===== src/rtl/stage2_defines_cnn_core.v =====
// Shared stage-2 CNN core geometry: kernel size and input pixel width.
`ifndef STAGE2_DEFINES_CNN_CORE_V
`define STAGE2_DEFINES_CNN_CORE_V

`define KX 5
`define KY 5
`define ST2_Conv_IBW 16

`endif


===== src/rtl/stage2_window_gen_pkg.sv =====
// Types and constants shared by the stage-2 window generator and its line buffers.
`include "stage2_defines_cnn_core.v"

package stage2_window_gen_pkg;

    localparam int KX  = `KX;
    localparam int KY  = `KY;
    localparam int IBW = `ST2_Conv_IBW;

    typedef logic signed [IBW-1:0] pixel_t;

    // Packed [y][x] ordering flattens so that element (y,x) sits at (y*KX+x)*IBW.
    typedef logic [KY-1:0][KX-1:0][IBW-1:0] window_t;

    localparam int WIN_BITS = $bits(window_t);

endpackage


===== src/rtl/stage2_line_buffer.sv =====
// One feature-map row of delay: shifts on enable, output is the pixel DEPTH accepts ago.
module stage2_line_buffer
    import stage2_window_gen_pkg::*;
#(
    parameter int DEPTH = 12,
    parameter int WIDTH = IBW
) (
    input  logic             clk,
    input  logic             en,
    input  logic [WIDTH-1:0] din,
    output logic [WIDTH-1:0] dout
);

    logic [WIDTH-1:0] mem [DEPTH];

    always_ff @(posedge clk) begin
        if (en) begin
            mem[0] <= din;
            for (int unsigned i = 1; i < DEPTH; i++) begin
                mem[i] <= mem[i-1];
            end
        end
    end

    assign dout = mem[DEPTH-1];

endmodule


===== src/rtl/stage2_window_gen.sv =====
// Raster-stream to KYxKX sliding-window generator with output throttling.
// Optional debug outputs o_win_row/o_win_col enabled by defining ST2_WIN_DEBUG_EN.
module stage2_window_gen
    import stage2_window_gen_pkg::*;
#(
    parameter int IMG_W   = 12,
    parameter int IMG_H   = 12,
    parameter int WIN_GAP = 53
) (
    input  logic                       clk,
    input  logic                       reset_n,
    input  logic                       i_in_valid,
    input  logic signed [IBW-1:0]      i_in_pixel,
    output logic                       o_in_ready,
    output logic                       o_ot_valid,
    output logic signed [WIN_BITS-1:0] o_ot_fmap,
    output logic                       o_frame_done
`ifdef ST2_WIN_DEBUG_EN
    ,
    output logic [7:0]                 o_win_row,
    output logic [7:0]                 o_win_col
`endif
);

    localparam int CW = $clog2(IMG_W);
    localparam int RW = $clog2(IMG_H);
    localparam int GW = (WIN_GAP > 1) ? $clog2(WIN_GAP) : 1;

    localparam logic [CW-1:0] COL_LAST = CW'(IMG_W - 1);
    localparam logic [RW-1:0] ROW_LAST = RW'(IMG_H - 1);
    localparam logic [CW-1:0] COL_WIN0 = CW'(KX - 1);
    localparam logic [RW-1:0] ROW_WIN0 = RW'(KY - 1);
    localparam logic [GW-1:0] GAP_LOAD = GW'(WIN_GAP - 1);

    logic [CW-1:0] col;
    logic [RW-1:0] row;
    logic [GW-1:0] gap_cnt;

    logic producing;
    logic frame_last;
    logic accept;

    logic [KY-1:0][IBW-1:0] tap;
    window_t                win;
    window_t                win_next;

    assign producing  = (row >= ROW_WIN0) && (col >= COL_WIN0);
    assign frame_last = (row == ROW_LAST) && (col == COL_LAST);
    assign o_in_ready = !((gap_cnt != '0) && producing);
    assign accept     = i_in_valid && o_in_ready;

    // tap[0] is the incoming pixel, tap[k] is the same column k rows earlier.
    assign tap[0] = i_in_pixel;

    for (genvar g = 0; g < KY - 1; g++) begin : g_lb
        stage2_line_buffer #(
            .DEPTH (IMG_W),
            .WIDTH (IBW)
        ) u_lb (
            .clk  (clk),
            .en   (accept),
            .din  (tap[g]),
            .dout (tap[g+1])
        );
    end

    always_comb begin
        win_next = win;
        for (int unsigned y = 0; y < KY; y++) begin
            for (int unsigned x = 0; x < KX - 1; x++) begin
                win_next[y][x] = win[y][x+1];
            end
            win_next[y][KX-1] = tap[KY-1-y];
        end
    end

    always_ff @(posedge clk) begin
        if (accept) begin
            win <= win_next;
        end
    end

    // The gap counter is loaded in the same edge that raises o_ot_valid so the
    // next window-producing pixel is held off for exactly WIN_GAP-1 further cycles.
    always_ff @(posedge clk or negedge reset_n) begin
        if (!reset_n) begin
            row          <= '0;
            col          <= '0;
            gap_cnt      <= '0;
            o_ot_valid   <= 1'b0;
            o_frame_done <= 1'b0;
            o_ot_fmap    <= '0;
`ifdef ST2_WIN_DEBUG_EN
            o_win_row    <= '0;
            o_win_col    <= '0;
`endif
        end else begin
            o_ot_valid   <= 1'b0;
            o_frame_done <= 1'b0;
            if (gap_cnt != '0) begin
                gap_cnt <= gap_cnt - GW'(1);
            end
            if (accept) begin
                if (col == COL_LAST) begin
                    col <= '0;
                    row <= (row == ROW_LAST) ? '0 : row + RW'(1);
                end else begin
                    col <= col + CW'(1);
                end
                if (producing) begin
                    o_ot_valid   <= 1'b1;
                    o_frame_done <= frame_last;
                    o_ot_fmap    <= win_next;
                    gap_cnt      <= GAP_LOAD;
`ifdef ST2_WIN_DEBUG_EN
                    o_win_row    <= 8'(row - ROW_WIN0);
                    o_win_col    <= 8'(col - COL_WIN0);
`endif
                end
            end
        end
    end

endmodule

===== config.mk =====
export PLATFORM = sky130hd
export DESIGN_NAME = stage2_window_gen
export DESIGN_NICKNAME = d
export VERILOG_FILES = /design/src/rtl/stage2_window_gen_pkg.sv /design/src/rtl/stage2_line_buffer.sv /design/src/rtl/stage2_window_gen.sv
export VERILOG_INCLUDE_DIRS = /design/src /design/src/rtl
export SDC_FILE = /design/constraint.sdc
export NUM_CORES = 1
export LEC_CHECK = 0
export ABC_CLOCK_PERIOD_IN_PS = 31100
export BUFFER_PORTS_ARGS = -buffer_cell sky130_fd_sc_hd__buf_2
export CORE_ASPECT_RATIO = 1.5
export CORE_MARGIN = 3
export CORE_UTILIZATION = 48
export CTS_CLUSTER_DIAMETER = 200
export CTS_CLUSTER_SIZE = 40
export DETAILED_ROUTE_END_ITERATION = 12
export PLACE_DENSITY = 0.67
export SYNTH_ARGS = -nofsm -noshare
export SYNTH_HDL_FRONTEND = slang
export SYNTH_SLANG_ARGS = --single-unit

===== constraint.sdc =====
create_clock -name clk -period 31.1 [get_ports clk]
set_input_delay 1.555 -clock clk [delete_from_list [all_inputs] [get_ports clk]]
set_output_delay 1.555 -clock clk [all_outputs]
set_load 0.01 [all_outputs]

# Word level (Yosys, flattened, before mapping)
# Memory sizes are Yosys's and may differ from the RTL's.
# Index checks and enable logic that the tools add are counted.
# totals
ff_bits	736
ram_bits	768
inputBits	19
out_inout_bits	403
word_cells	56
memories	4
# memory_table
name	depth	width	rd	rd_clocked_by_memory_dff	write_ports	line_no	source
g_lb[0].u_lb.mem	12	16	12	0	12	stage2_line_buffer.sv:14	logic [WIDTH-1:0] mem [DEPTH];
g_lb[1].u_lb.mem	12	16	12	0	12	stage2_line_buffer.sv:14	
g_lb[2].u_lb.mem	12	16	12	0	12	stage2_line_buffer.sv:14	
g_lb[3].u_lb.mem	12	16	12	0	12	stage2_line_buffer.sv:14	
# classes
n_addsub	3
magnitude_cmp	2
n_eq_ne	2
n_mux	11
n_reduce_logical	8
# op_table
op	count
$mux W6	3
$add A4 B1 Y4 const B	2
$eq A4 B4 Y1 const B	2
$ge A4 B3 Y1 const B	2
$mux W4	2
$mux W1	6
$reduce_bool A6 Y1	1
$sub A6 B1 Y6 const B	1
$logic_and A1 B1 Y1	4
$reduce_and A2 Y1	2
$logic_not A1 Y1	1

# Depth between registers and ports, before layout
# depth
ltp_word	7
ltp_mapped	8
mapped_depth_nobuf	6

# Hierarchy
# Synthesis repeated with hierarchy kept, for this count alone.
# unflattened
cells_unflattened	2013
area_unflattened_um2	48552.8
# modules_own_cells
module	n_inst	cells_each	area_per_inst_um2	seq_area_each_um2
stage2_window_gen	1	1245	25490.7	20019.2
stage2_line_buffer	4	192	5765.5	5765.5

# Worst setup path after synthesis
# No wires, ideal clock.
# synth_path
kind	input to register
start	in i_in_valid
end	mem g_lb[0].u_lb.mem[0][15] in the netlist's numbering (enable)
setup_time_ns	1.170
t_arrival_ns	17.873
t_required_ns	29.930
setup_slack_ns	12.057
stages	3
n_path_buf	0
cell_sequence	nor3b_1 -> a22oi_1 -> inv_1
# synth_rtl
element	line_no	source
start: declaration	stage2_window_gen.sv:12	input logic i_in_valid,
end: declaration	stage2_line_buffer.sv:14	

==> out/metrics.yaml <==
worst_setup_path:
  criticalPathCategory: "input port to flop"
  crit_slowest_cell: "buf_4"
  arrival_ps: 6410
  path_cells: "buf_2, nor3b_1, a22oi_1, inv_8, buf_4, buf_12, buf_4, buf_4"
  cp_slowest_stage_delay_ps: 940
  cpMostUsedCell: "buf_4"
  cp_num_buf_inv: 6
  cp-end-kind: "flop"
  crit_family: "buffers and inverters"
  critPathMaxFanout: 170
  worstPathRequired_ps: 31340
  cp-start-kind: "input port"
clocking:
  cts-resized-gates: 0
  clock_sinks: 1248
  cts_tree: "done"
  cts_buffer_depth: 3
  cts_max_level: 2
  clk_latency_ps: 610
  clockRootBuffer: "clkbuf_16"
  hold_buffers: 0
  post_cts_buffers: 0
  cts_made_buffers: 37
  clk_pin_slew_ps: 130
die:
  ioPinCount: 422
  start_util_pct: 48.5
  die_h_microns: 371
  die_x_microns: 249
  rows: 133
  coreArea_sq_um: 87700
  die_area_sq_um: 92300
power:
  power_density_nw_per_um2: 83.3
  switchingPower_mw: 1.00
  combPwrFrac_pct: 18.2
  p_leak_nw: 19.4
  vdd_drop_max_v: 0.0000629
  pwr-share-seq_pct: 64.0
  p_int_mw: 2.88
  clkPwrFrac_pct: 17.9
  p_sw_share_pct: 25.9
timing:
  setup_tns_ps: 0
  tightestPinTransition_ps: 1130
  slew_viol_final: 0
  clock.fmax_ghz: 0.162
  setup_viol: 0
  rsz0062_at_grt: "no"
  period_share_pct: 19.8
  relSlewSlack_pct: 24.6
  timing_hold_violations_final: 0
  fin_skew_ps: 43.5
  post-route-min-period_ps: 6170
layout:
  drive_above_1_share_pct: 40.1
  syn_to_final_growth_pct: 9.54
  diodes: 0
  nNetsFinal: 2210
  postLayoutCellArea_sq_um: 46600
detailed_routing:
  drt-initial-drc-count: 1306
  firstDrtPassIters: 4
  totalWireLength_microns: 67500
  vias: 16800
  vias_per_cell: 5.00
  drcViolationCount: 0
  drtAntennaViolNets: 0
  drt-wirelength-per-cell_microns: 20.1
synth:
  synth_most_common_cell: "edfxtp_1"
  synth_area_leaders: "edfxtp_1 (59%), dfrtp_1 (24%), mux2_4 (13%), buf_12 (1.6%), mux2_2 (0.66%)"
  async_flop_share_pct: 33.3
  synth_cell_type_count: 35
  synth_top_area_share_pct: 58.8
  synth_common_cells: "edfxtp_1 (832), dfrtp_1 (416), mux2_4 (379)"
  synth-edff-count: 832
  synth_ff_type: "edfxtp_1"
  ys_seq_elements: 1248
  syn_avg_cell_area_sq_um: 24.2
  yosys.area.top_type: "edfxtp_1"
  syn-cell-area_sq_um: 42500
  synth_cells: 1755
  synth_nets: 1777
  synth-seq-area-share_pct: 83.2
  ys_warn_count: 0
global_route:
  met1_usage_pct: 21.0
  antenna_found_initial: 1
  grt_busiest_layer: "met2"
  grt_pass1_vias: 17600
  grtUsageTotal_pct: 14.4
  grt_pass1_wl_microns: 106000
  use_met2_pct: 21.3
  grt-ovfl-total: 0
  grt_max_degree: 171
  grt_use_met3_pct: 4.31
place:
  port_buffers: 421
  place_hpwl_microns: 41500
  place_area_sq_um: 45500
  routabilityCongestion: 0.781
outcome:
  status: "finished, final reports clean"
hold_path:
  hold_class: "flop to flop"
flow_run:
  cap_violations: 0
==> cell families after synthesis <==
family                     Yosys count  share of synthesized area [%]
adders and majority gates            3                         0.0883
AOI/OAI and AO/OA                   17                          0.282
buffers and inverters               51                           1.89
muxes                              404                           14.0
xor gates and xnor gates             1                         0.0206
DFF                               1248                           83.2
and+or+nand+nor                     31                          0.436
==> layout by cell type, fill, tap and decap left out, types with 4 or more instances in the layout <==
cell type  synthesis  routed
inv_1              6       5
nand2_1            5       5
clkbuf_16          0      39
buf_2              2     420
mux2_4           379     379
buf_4              0      15
edfxtp_1         832     832
nor2_1             7       7
mux2_2            25      25
nand3_1            4       4
clkbuf_1           0      25
dfrtp_1          416     416
==> layout make-up <==
| type | instances | area [sq um] |
|---|---|---|
| fill | 6741 | 41100 |
| sequential | 1248 | 35400 |
| multi-input combinational | 456 | 6320 |
| timing repair buffer | 439 | 2290 |
| tap | 1147 | 1440 |
| clock buffer | 64 | 1070 |
| clock inverter | 2 | 38.8 |
| inverter | 6 | 30.0 |
==> metrics by stage <==
| stage | setup slack [ps] | hold slack, ps | std cells | total power [mW] | utilization, % |
|---|---|---|---|---|---|
| 3_3_place_gp | 24420 | 401 | 3296 | 3.21 | 51.9 |
| 3_5_place_dp | 24250 | 405 | 3296 | 3.24 | 51.9 |
| 6_report | 24930 | 378 | 3362 | 3.88 | 53.1 |
| 4_1_cts | 24970 | 381 | 3362 | 3.94 | 53.1 |
| 5_1_grt | 24500 | 395 | 3362 | 4.08 | 53.1 |
| 2_1_floorplan | 12060 | 400 | 1755 | 3.02 | - |
==> power groups by stage <==
stage / clock [mW] / sequential [mW] / combinational (mW)
final: 0.693 / 2.48 / 0.705
after global routing: 0.786 / 2.53 / 0.760
after CTS: 0.732 / 2.49 / 0.719
after detailed placement: 0 / 2.52 / 0.715
after global placement: 0 / 2.50 / 0.703
after floorplan: 0 / 2.68 / 0.337
==> path summary, 6_finish.rpt <==
kind | startpoint | endpoint | slack [ps] | cells past startpoint
max | i_in_valid | g_lb[2].u_lb.mem[1][36] | 24930 | 8
min | g_lb[0].u_lb.mem[1][29] | g_lb[0].u_lb.mem[1][45] | 380 | 0
max reg2reg | gap_cnt[0] | g_lb[2].u_lb.mem[1][36] | 25170 | 9
min reg2reg | g_lb[0].u_lb.mem[1][29] | g_lb[0].u_lb.mem[1][45] | 380 | 0
max in group asynchronous | reset_n | o_ot_fmap[325] | 27230 | 4
min in group asynchronous | reset_n | o_ot_fmap[15] | 970 | 1
==> worst register-to-register path: stages, from the launching register on <==
cell     delay [ps]
dfrtp_1         430
inv_1            90
ha_1            230
nor3b_4         280
a22oi_1         320
inv_8           690
buf_4           890
buf_12          680
buf_4          1130
buf_4           770
==> routing by layer <==
metal,wire length [microns],up-vias
met4,1690,0
met2,30000,453
met5,0,-
li1,-,7453
met3,5090,70
met1,30700,8844
==> state kept, by name, indices dropped and copies added, names as in the netlist <==
name and count:
row 4, gap_cnt 6, col 4, o_frame_done 1, g_lb.u_lb.mem 550, o_ot_fmap 400, o_ot_valid 1, win 282
No activity file was read; power rests on OpenSTA's default activity.
